**src/rtl/uart_receiver_if.sv**
```systemverilog
`default_nettype none
// ============================================================================
// Module      : uart_receiver_if
// Description : Serial-in / byte-out bundle for the UART receive path.
//               master : drives the serial line, consumes the byte strobes
//               slave  : the receiver (samples RxD, produces data/strobes)
//   RxD          serial input, idle high
//   data         last good byte
//   valid        one-cycle strobe, data updated
//   frame_error  one-cycle strobe, stop bit sampled low
//   busy         receiver FSM not idle
// Revision    : 1.0 - initial release
// ============================================================================
interface uart_receiver_if #(
    parameter int DATA_BITS = 8
);
    logic                 RxD;
    logic [DATA_BITS-1:0] data;
    logic                 valid;
    logic                 frame_error;
    logic                 busy;

    modport master (
        output RxD,
        input  data,
        input  valid,
        input  frame_error,
        input  busy
    );

    modport slave (
        input  RxD,
        output data,
        output valid,
        output frame_error,
        output busy
    );
endinterface
`default_nettype wire

```
**src/rtl/uart_receiver.sv**
```systemverilog
`default_nettype none
// ============================================================================
// Module      : uart_receiver
// Description : 8N1 UART receiver, LSB first, idle-high line. RxD is
//               synchronised, the start edge is detected on the synchronised
//               line, then every bit is sampled at its middle. A good frame
//               updates data with a one-cycle valid strobe; a low stop bit
//               gives a one-cycle frame_error strobe and the byte is dropped.
// Ports       : clock        system clock
//               reset        synchronous, active-high
//               bus (slave)  RxD in; data / valid / frame_error / busy out
// Revision    : 1.0 - initial release
// ============================================================================
module uart_receiver #(
    parameter int CLKS_PER_BIT = 10416,
    parameter int DATA_BITS    = 8,
    parameter int SYNC_STAGES  = 2
) (
    input  wire logic       clock,
    input  wire logic       reset,
    uart_receiver_if.slave  bus
);

    localparam int             CNT_W        = 14;
    localparam int             HALF         = CLKS_PER_BIT / 2;
    localparam logic [CNT_W-1:0] C_HALF_END = CNT_W'(HALF - 1);
    localparam logic [CNT_W-1:0] C_BIT_END  = CNT_W'(CLKS_PER_BIT - 1);
    localparam int             IDX_W        = (DATA_BITS > 1) ? $clog2(DATA_BITS) : 1;
    localparam logic [IDX_W-1:0] C_IDX_LAST = IDX_W'(DATA_BITS - 1);

    localparam logic [2:0] ST_IDLE  = 3'd0;
    localparam logic [2:0] ST_START = 3'd1;
    localparam logic [2:0] ST_DATA  = 3'd2;
    localparam logic [2:0] ST_STOP  = 3'd3;
    localparam logic [2:0] ST_BRK   = 3'd4;

    // ------------------------------------------------------------------
    // Input synchroniser and edge detect
    // ------------------------------------------------------------------
    logic [SYNC_STAGES-1:0] r_sync;
    logic [SYNC_STAGES-1:0] r_fill;
    logic                   r_rx_prev;
    logic                   w_rx_s;
    logic                   w_sync_ready;
    logic                   w_start_edge;

    always_ff @(posedge clock) begin
        if (reset) begin
            r_sync <= '1;
            r_fill <= '0;
        end else begin
            r_sync <= {r_sync[SYNC_STAGES-2:0], bus.RxD};
            r_fill <= {r_fill[SYNC_STAGES-2:0], 1'b1};
        end
    end

    assign w_rx_s       = r_sync[SYNC_STAGES-1];
    // The synchroniser is preset high, so until the real pin level has
    // reached rx_s its output is not trustworthy. rx_prev is held low during
    // that window so a line held low out of reset never looks like a
    // high->low start edge.
    assign w_sync_ready = r_fill[SYNC_STAGES-1];

    always_ff @(posedge clock) begin
        if (reset) begin
            r_rx_prev <= 1'b0;
        end else begin
            r_rx_prev <= w_sync_ready & w_rx_s;
        end
    end

    assign w_start_edge = r_rx_prev & ~w_rx_s;

    // ------------------------------------------------------------------
    // FSM: state register
    // ------------------------------------------------------------------
    logic [2:0] r_state;
    logic [2:0] w_state_next;

    always_ff @(posedge clock) begin
        if (reset) begin
            r_state <= ST_IDLE;
        end else begin
            r_state <= w_state_next;
        end
    end

    // ------------------------------------------------------------------
    // Datapath registers
    // ------------------------------------------------------------------
    logic [CNT_W-1:0]     r_cnt,   w_cnt_next;
    logic [IDX_W-1:0]     r_idx,   w_idx_next;
    logic [DATA_BITS-1:0] r_shift, w_shift_next;
    logic [DATA_BITS-1:0] r_data,  w_data_next;
    logic                 r_valid, w_valid_next;
    logic                 r_ferr,  w_ferr_next;

    logic w_half_done;
    logic w_bit_done;

    assign w_half_done = (r_cnt == C_HALF_END);
    assign w_bit_done  = (r_cnt == C_BIT_END);

    // ------------------------------------------------------------------
    // FSM: next-state logic
    // ------------------------------------------------------------------
    always_comb begin
        w_state_next = r_state;
        case (r_state)
            ST_IDLE: begin
                if (w_start_edge) w_state_next = ST_START;
            end
            ST_START: begin
                // A line back high at mid start bit is treated as a glitch.
                if (w_half_done) w_state_next = w_rx_s ? ST_IDLE : ST_DATA;
            end
            ST_DATA: begin
                if (w_bit_done && (r_idx == C_IDX_LAST)) w_state_next = ST_STOP;
            end
            ST_STOP: begin
                // Leaving at mid stop bit lets a following start edge be
                // caught with no inter-frame gap.
                if (w_bit_done) w_state_next = w_rx_s ? ST_IDLE : ST_BRK;
            end
            ST_BRK: begin
                if (w_rx_s) w_state_next = ST_IDLE;
            end
            default: w_state_next = ST_IDLE;
        endcase
    end

    // ------------------------------------------------------------------
    // FSM: output / datapath control logic
    // ------------------------------------------------------------------
    always_comb begin
        w_cnt_next   = r_cnt;
        w_idx_next   = r_idx;
        w_shift_next = r_shift;
        w_data_next  = r_data;
        w_valid_next = 1'b0;
        w_ferr_next  = 1'b0;
        case (r_state)
            ST_IDLE: begin
                w_cnt_next = '0;
                w_idx_next = '0;
            end
            ST_START: begin
                w_cnt_next = w_half_done ? '0 : r_cnt + CNT_W'(1);
                w_idx_next = '0;
            end
            ST_DATA: begin
                if (w_bit_done) begin
                    w_cnt_next   = '0;
                    w_idx_next   = r_idx + IDX_W'(1);
                    // LSB arrives first, so shifting right leaves it at bit 0.
                    w_shift_next = {w_rx_s, r_shift[DATA_BITS-1:1]};
                end else begin
                    w_cnt_next = r_cnt + CNT_W'(1);
                end
            end
            ST_STOP: begin
                if (w_bit_done) begin
                    w_cnt_next = '0;
                    if (w_rx_s) begin
                        w_data_next  = r_shift;
                        w_valid_next = 1'b1;
                    end else begin
                        w_ferr_next = 1'b1;
                    end
                end else begin
                    w_cnt_next = r_cnt + CNT_W'(1);
                end
            end
            ST_BRK: begin
                w_cnt_next = '0;
            end
            default: begin
                w_cnt_next = '0;
                w_idx_next = '0;
            end
        endcase
    end

    always_ff @(posedge clock) begin
        if (reset) begin
            r_cnt   <= '0;
            r_idx   <= '0;
            r_shift <= '0;
            r_data  <= '0;
            r_valid <= 1'b0;
            r_ferr  <= 1'b0;
        end else begin
            r_cnt   <= w_cnt_next;
            r_idx   <= w_idx_next;
            r_shift <= w_shift_next;
            r_data  <= w_data_next;
            r_valid <= w_valid_next;
            r_ferr  <= w_ferr_next;
        end
    end

    assign bus.data        = r_data;
    assign bus.valid       = r_valid;
    assign bus.frame_error = r_ferr;
    assign bus.busy        = (r_state != ST_IDLE);

endmodule
`default_nettype wire
```
**src/flat_wrapper.sv**
```systemverilog
// flat-port wrapper written by rule: the top's interface ports become plain ports
module uart_receiver_flat 
#(
    parameter int CLKS_PER_BIT = 10416,
    parameter int DATA_BITS    = 8,
    parameter int SYNC_STAGES  = 2
)
  (clock, reset, bus_RxD, bus_data, bus_valid, bus_frame_error, bus_busy);
  uart_receiver_if #(.DATA_BITS(DATA_BITS)) bus_i ();
  input  wire logic clock;
  input  wire logic reset;
  input wire logic [$bits(bus_i.RxD)-1:0] bus_RxD;
  output wire logic [$bits(bus_i.data)-1:0] bus_data;
  output wire logic [$bits(bus_i.valid)-1:0] bus_valid;
  output wire logic [$bits(bus_i.frame_error)-1:0] bus_frame_error;
  output wire logic [$bits(bus_i.busy)-1:0] bus_busy;
  assign bus_i.RxD = bus_RxD;
  assign bus_data = bus_i.data;
  assign bus_valid = bus_i.valid;
  assign bus_frame_error = bus_i.frame_error;
  assign bus_busy = bus_i.busy;
  uart_receiver #(.CLKS_PER_BIT(CLKS_PER_BIT), .DATA_BITS(DATA_BITS), .SYNC_STAGES(SYNC_STAGES)) u_core (.clock(clock), .reset(reset), .bus(bus_i));
endmodule
```
**config.mk**
```make
export PLATFORM = sky130hd
export DESIGN_NAME = uart_receiver_flat
export DESIGN_NICKNAME = d
export VERILOG_FILES = /design/src/rtl/uart_receiver_if.sv /design/src/rtl/uart_receiver.sv /design/src/flat_wrapper.sv
export SDC_FILE = /design/constraint.sdc
export NUM_CORES = 1
export LEC_CHECK = 0
export BUFFER_PORTS_ARGS = -buffer_cell sky130_fd_sc_hd__clkbuf_2
export CAP_MARGIN = 10
export CORE_ASPECT_RATIO = 0.75
export CORE_MARGIN = 4
export CORE_UTILIZATION = 58
export CTS_CLUSTER_SIZE = 10
export DETAILED_ROUTE_END_ITERATION = 8
export GPL_TIMING_DRIVEN = 0
export PLACE_DENSITY = 0.79
export SLEW_MARGIN = 10
export SYNTH_ARGS = -nofsm -noshare
export SYNTH_HDL_FRONTEND = slang
export SYNTH_SLANG_ARGS = --single-unit
```
**constraint.sdc**
```tcl
create_clock -name clock -period 2.35 [get_ports clock]
set_clock_uncertainty 0.1 [all_clocks]
set_input_delay 0.1175 -clock clock [delete_from_list [all_inputs] [get_ports clock]]
set_output_delay 0.1175 -clock clock [all_outputs]
set_load 0.02 [all_outputs]
```
==> flow_metrics.py, run 1 <==
metrics = {
    "detailed_routing": {
        "route.met3.wl_um": 224,
        "viasPerCell": 5.99,
        "dr_total_vias": 1646,
        "routed.top_layer": "met4",
        "drt_iter0_markers": 169,
        "wl_per_cell_um": 14.5,
        "antenna_left": 0,
        "wirelength_um": 3990,
        "dr_wl_met2_um": 1870,
        "drtPass1Iterations": 4,
        "drc": 0,
        "wl_met1_um": 1850,
    },
    "timing": {
        "slew-limit-headroom": 0.607,
        "setup_viol": 0,
        "rsz0062_at_grt": "false",
        "worst_pin_slew_ns": 0.586,
        "drv_slew": 0,
        "max_freq_mhz": 513,
        "fin_crit_ns": 1.95,
        "tns_ns": 0,
        "finalHoldViolCount": 0,
        "finalCritPeriodShare": 0.829,
    },
    "clock_tree": {
        "holdBufCountCts": 1,
        "cts.reportedPaths.clkPinSlew_ns": 0.08,
        "clkSinkCount": 43,
        "cts_tree": "done",
        "post-cts-setup-buffers": 0,
        "clockBufferDepth": 2,
        "cts_root_buffer": "clkbuf_8",
        "worstSkewPairLatency_ns": 0.29,
        "numCtsBuffers": 5,
        "cts_resized": 0,
        "htreeDepth": 2,
    },
    "synthesis": {
        "synth_top_area_cell": "dfxtp_1",
        "synth.distinct_cells": 37,
        "ys_ff_latch": 43,
        "syn_area_um2": 1920,
        "avgSynthCellArea_um2": 8.92,
        "synth_top_area_share": 0.449,
        "synth-compound-area-share": 0.149,
        "async_flop_share": 0,
        "synth-adder-area-share": 0.0196,
        "synth-seq-area-share": 0.449,
        "synth_fp_nets": 221,
        "synth_mux_area_frac": 0,
        "ys_top_cells_by_area": "dfxtp_1 45%, nand3_1 5.7%, o21ai_0 5.2%",
        "synth_flop_cell": "dfxtp_1",
        "synth_top_family_by_area": "simple AND/OR/NAND/NOR gates",
        "synth_xor_area_frac": 0.0548,
        "synthSimpleGateAreaFrac": 0.273,
        "synth_edf_count": 0,
        "synth_cells": 215,
        "yosysWarnings": 0,
    },
    "setup_path": {
        "cpPeakStageDelay_ns": 0.38,
        "rr_endpoint": "u_core.r_cnt[0]",
        "cp_top_family": "compound AO/OA/AOI/OAI gates",
        "crit_type": "reg -> reg",
        "worstReg2RegStart": "u_core.r_cnt[0]",
        "critPathRequiredTime_ns": 2.43,
        "worstSetupEndpoint": "u_core.r_cnt[0]",
        "path_depth": 6,
        "path_cells": "ha_1 > and4_1 > a41oi_1 > a22oi_2 > buf_6 > nor2_1",
        "cp-start-kind": "flop",
        "crit_start": "u_core.r_cnt[0]",
        "crit_fanout": 10,
        "end_kind": "flop",
        "cpMaxStageDelayCell": "dfxtp_1",
        "reg2regPathDepth": 6,
        "worstPathArrival_ns": 2.03,
        "crit_buf_inv": 1,
        "ff2ff_setup_slack_ns": 0.40,
    },
    "pwr": {
        "vdd_drop_max_uv": 401,
        "p_leak_nw": 0.706,
        "power_mw": 1.26,
        "power_density_nw_per_um2": 588,
    },
    "global_route": {
        "grt_pass1_wl_um": 6950,
        "grt_start_max_net_pins": 13,
        "grt_overflow": 0,
        "first_global_vias": 1533,
        "antenna_found_initial": 0,
        "grt_use_total": 0.206,
    },
    "min_path": {
        "holdPathStages": 4,
        "hold_path.class": "in -> reg",
    },
    "floorplan": {
        "die_x_um": 74.4,
        "rows": 17,
        "die_h_um": 57.8,
        "ioPinCount": 14,
        "die_area_um2": 4300,
        "core_area_um2": 3060,
        "start_util": 0.626,
    },
    "placed_design": {
        "numPortBuffers": 13,
        "postPlaceCellArea_um2": 2030,
        "dp_hpwl_um": 2900,
        "gp_congestion": 0.842,
    },
    "cells_and_area": {
        "antenna_cells": 0,
        "final_area_um2": 2140,
        "area_growth_pct": 11.6,
        "drive_gt1_frac": 0.152,
        "nets": 242,
        "fin_util": 0.699,
        "fillers": 258,
    },
    "job": {
        "maxCapViolations": 0,
    },
    "outcome": {
        "status": "finished, final reports clean",
    },
}
-- kinds of logic after synthesis --
kind of cell    count (synthesis)
compound gates                 50
xor+xnor                       12
fa+ha+maj                       3
buf+inv                        21
flops                          43
simple gates                   86
-- Yosys cell counts (5+ instances only) --
cell type,n
a21oi_1,18
xnor2_1,11
inv_1,6
clkbuf_1,9
nor3_1,5
nand2_1,6
nand3_1,22
o21ai_0,20
dfxtp_1,43
nor2_1,18
nand4_1,9
-- metal layers --
layer / track usage / up-vias
met5: 0 / -
met4: 0.0660 / 0
met3: 0.0468 / 6
met2: 0.334 / 43
met1: 0.270 / 778
li1: - / 819
-- stage by stage --
stage               hold slack (ns)  setup WS (ns)  instances
floorplan                     0.121          0.682        215
global placement              0.203          0.510        266
detailed placement            0.202          0.410        266
CTS                          0.0635          0.401        275
global route                 0.0837          0.253        275
finish                       0.0710          0.402        275
-- cells in the final DEF, fill, tap and decap left out, types with 5 or more instances in the layout --
master    instances
a21oi_1          18
clkbuf_1         10
clkbuf_2         13
clkbuf_8          7
dfxtp_1          43
inv_1             6
nand2_1           6
nand3_1          22
nand4_1           9
nor2_1           18
nor3_1            5
o21ai_0          20
xnor2_1          11
-- flip-flops by register name, indices dropped and copies added (netlist names) --
name,count
u_core.r_rx_prev,1
u_core.bus.frame_error,1
u_core.r_idx,3
u_core.r_state,3
u_core.r_sync,2
u_core.bus.valid,1
u_core.bus.data,8
u_core.r_shift,8
u_core.r_cnt,14
u_core.r_fill,2
-- area by class of cell --
| cell class | count | area (um^2) | share of cell area |
|---|---|---|---|
| timing repair buffer | 14 | 75.1 | 0.0351 |
| clock buffer | 8 | 100 | 0.0468 |
| inverter | 6 | 22.5 | 0.0105 |
| sequential | 43 | 861 | 0.402 |
| tap | 38 | 47.5 | 0.0222 |
| multi-input combinational | 151 | 952 | 0.445 |
| buffer | 15 | 82.6 | 0.0386 |
-- worst min-delay path: cells and delay by family --
kind	cells	cell delay, ns
compound gates	2	0.13
buf+inv	1	0.11
simple gates	1	0.06
-- where the power goes --
| part | switching [mW] | leakage, nW | internal (mW) |
|---|---|---|---|
| Sequential | 0.00109 | 0.347 | 0.732 |
| Combinational | 0.0147 | 0.307 | 0.00746 |
| Clock | 0.236 | 0.0515 | 0.268 |
| Total | 0.252 | 0.706 | 1.01 |
-- worst min path at each step --
stage,start,end,slack (ns)
after global routing,reset,u_core.r_state[0],0.08
after detailed placement,bus_RxD,u_core.r_sync[0],0.20
after CTS,reset,u_core.r_state[0],0.06
after floorplan,bus_RxD,u_core.r_sync[0],0.12
final,reset,u_core.r_state[0],0.07
after global placement,bus_RxD,u_core.r_sync[0],0.20
(Power assumes the default switching activity.)
==> run 2, diff against run 1 <==
CORE_UTILIZATION = 53   (was 58)
PLACE_DENSITY = 0.76   (was 0.79)
clock period = 1.7 ns   (was 2.35 ns; I/O delays follow)
==> flow_metrics.py, run 2 (synthesis results as in run 1) <==
metrics = {
    "clock_tree": {
        "clkSinkCount": 43,
        "clockBufferDepth": 2,
        "htreeDepth": 2,
        "cts_root_buffer": "clkbuf_8",
        "numCtsBuffers": 5,
        "cts.reportedPaths.clkPinSlew_ns": 0.07,
        "worstSkewPairLatency_ns": 0.29,
        "cts_tree": "done",
    },
    "min_path": {
        "holdPathStages": 4,
        "hold_end": "u_core.r_state[0]",
        "hp-start": "reset",
        "hold_path.class": "in -> reg",
    },
    "cells_and_area": {
        "antenna_cells": 0,
        "fin_util": 0.667,
        "drive_gt1_frac": 0.250,
        "nets": 246,
        "layout_commonest_cell": "dfxtp_1",
        "regMostFlops": "u_core.r_cnt",
        "largest_reg_flops": 14,
        "layout_common_cells": "38 x dfxtp_1, 21 x nand3_1, 18 x nor2_1, 18 x a21oi_1, 17 x o21ai_0",
        "area_growth_pct": 17.5,
    },
    "timing": {
        "tns_ns": 0,
        "rsz0062_at_grt": "true",
        "finalCritPeriodShare": 0.992,
        "finalHoldViolCount": 0,
        "setup_viol": 0,
        "holdWs_ns": 0.0413,
        "max_freq_mhz": 593,
        "fin_crit_ns": 1.69,
        "drv_slew": 0,
        "worst_pin_slew_ns": 0.490,
        "slew-limit-headroom": 0.673,
    },
    "floorplan": {
        "start_util": 0.568,
        "die_h_um": 60.1,
        "ioPinCount": 14,
        "rows": 18,
        "die_area_um2": 4660,
        "die_x_um": 77.5,
        "core_area_um2": 3380,
    },
    "setup_path": {
        "crit_fanout": 10,
        "critPathRequiredTime_ns": 1.76,
        "reg2regPathDepth": 6,
        "cp_top_family": "simple AND/OR/NAND/NOR gates",
        "crit_buf_inv": 2,
        "cpMaxStageDelayCell": "nor4_4",
        "end_kind": "flop",
        "cpPeakStageDelay_ns": 0.33,
        "ff2ff_setup_slack_ns": 0.01,
        "rr_endpoint": "u_core.r_shift[1]",
        "path_cells": "buf_6 > nor4_4 > nand4_1 > buf_2 > o21ai_0 > a21oi_1",
        "crit_type": "reg -> reg",
        "cp-start-kind": "flop",
        "worstReg2RegStart": "u_core.r_cnt[9]",
        "worstPathArrival_ns": 1.75,
    },
    "detailed_routing": {
        "drt_iter0_markers": 159,
        "antenna_left": 0,
        "drc": 0,
        "dr_total_vias": 1674,
        "drtPass1Iterations": 4,
        "wirelength_um": 4220,
        "wl_per_cell_um": 15.1,
        "viasPerCell": 5.98,
    },
    "outcome": {
        "status": "finished, final reports clean",
    },
    "global_route": {
        "grt_pass1_wl_um": 7070,
        "grt_overflow": 0,
        "antenna_found_initial": 0,
        "first_global_vias": 1481,
        "grt_start_max_net_pins": 13,
        "grt_use_total": 0.194,
    },
    "pwr": {
        "power_density_nw_per_um2": 750,
        "vdd_drop_max_uv": 648,
        "p_leak_nw": 0.738,
        "power_mw": 1.69,
    },
    "placed_design": {
        "gp_congestion": 0.836,
        "dp_hpwl_um": 2790,
        "numPortBuffers": 13,
    },
    "job": {
        "maxCapViolations": 0,
    },
}
-- run 2: cell count changes in the layout (fill, tap and decap cells not counted), sizes merged --
cell / previous run / this run
buf: 6 / 13
clkinv: 0 / 1
clkbuf: 30 / 25
-- run 2: final cells by class --
class	count	area [um^2]
multi-input cells	151	1030
repair buffers	19	110
well taps	40	50.0
inverters	6	22.5
clock buffers	6	82.6
flip-flops and latches	43	870
plain buffers	14	88.8
fillers	278	1120
clock inverters	1	5.00
-- run 2: worst register-to-register path: cells and delay by family (launching register included) --
family / cells / cell delay, ns
compound gates: 2 / 0.30
buf+inv: 2 / 0.35
flops: 1 / 0.31
simple gates: 2 / 0.49
-- run 2: worst max-delay path by stage --
| stage | startpoint | end | slack, ns | cells past startpoint |
|---|---|---|---|---|
| after floorplan | u_core.r_cnt[0] | u_core.r_cnt[8] | 0.03 | 6 |
| after global placement | u_core.r_cnt[0] | u_core.r_cnt[12] | -0.19 | 6 |
| after detailed placement | u_core.r_cnt[0] | u_core.r_cnt[12] | -0.22 | 6 |
| after CTS | u_core.r_state[2] | u_core.r_idx[0] | 0.01 | 4 |
| after global routing | u_core.r_cnt[9] | u_core.r_shift[1] | -0.08 | 6 |
| final | u_core.r_cnt[9] | u_core.r_shift[1] | 0.01 | 6 |
-- run 2: where the power goes --
part | total, mW | internal [mW] | switching [mW]
clock network | 0.648 | 0.319 | 0.329
logic | 0.0320 | 0.0108 | 0.0211
registers | 1.01 | 1.01 | 0.00135
-- run 2: layer usage --
layer,part of all wire,wire (um),track usage,up-vias
met2,0.47,1970,0.309,42
met5,0,0,0,-
met4,0.017,73,0.0863,0
met1,0.47,1990,0.251,799
li1,-,-,-,826
met3,0.043,181,0.0497,7
-- run 2: what timing repair did --
item | 4_1_cts | 5_1_grt
resized for setup | 11 | 23
hold buffers | 1 | 0
pin swaps | 1 | 6
buffers inserted | 2 | 2
setup endpoints to repair | 38 | 37
hold endpoints to repair | 1 | 0
gates cloned | 0 | 1
-- run 2: per-stage QoR --
| stage | instance area (um^2) | std cells | worst slack (ns) |
|---|---|---|---|
| finish | 2250 | 280 | 0.0132 |
| global route | 2250 | 280 | -0.0812 |
| CTS | 2190 | 278 | 0.0130 |
| detailed placement | 2030 | 268 | -0.219 |
| global placement | 2030 | 268 | -0.190 |
| floorplan | 1920 | 215 | 0.0321 |
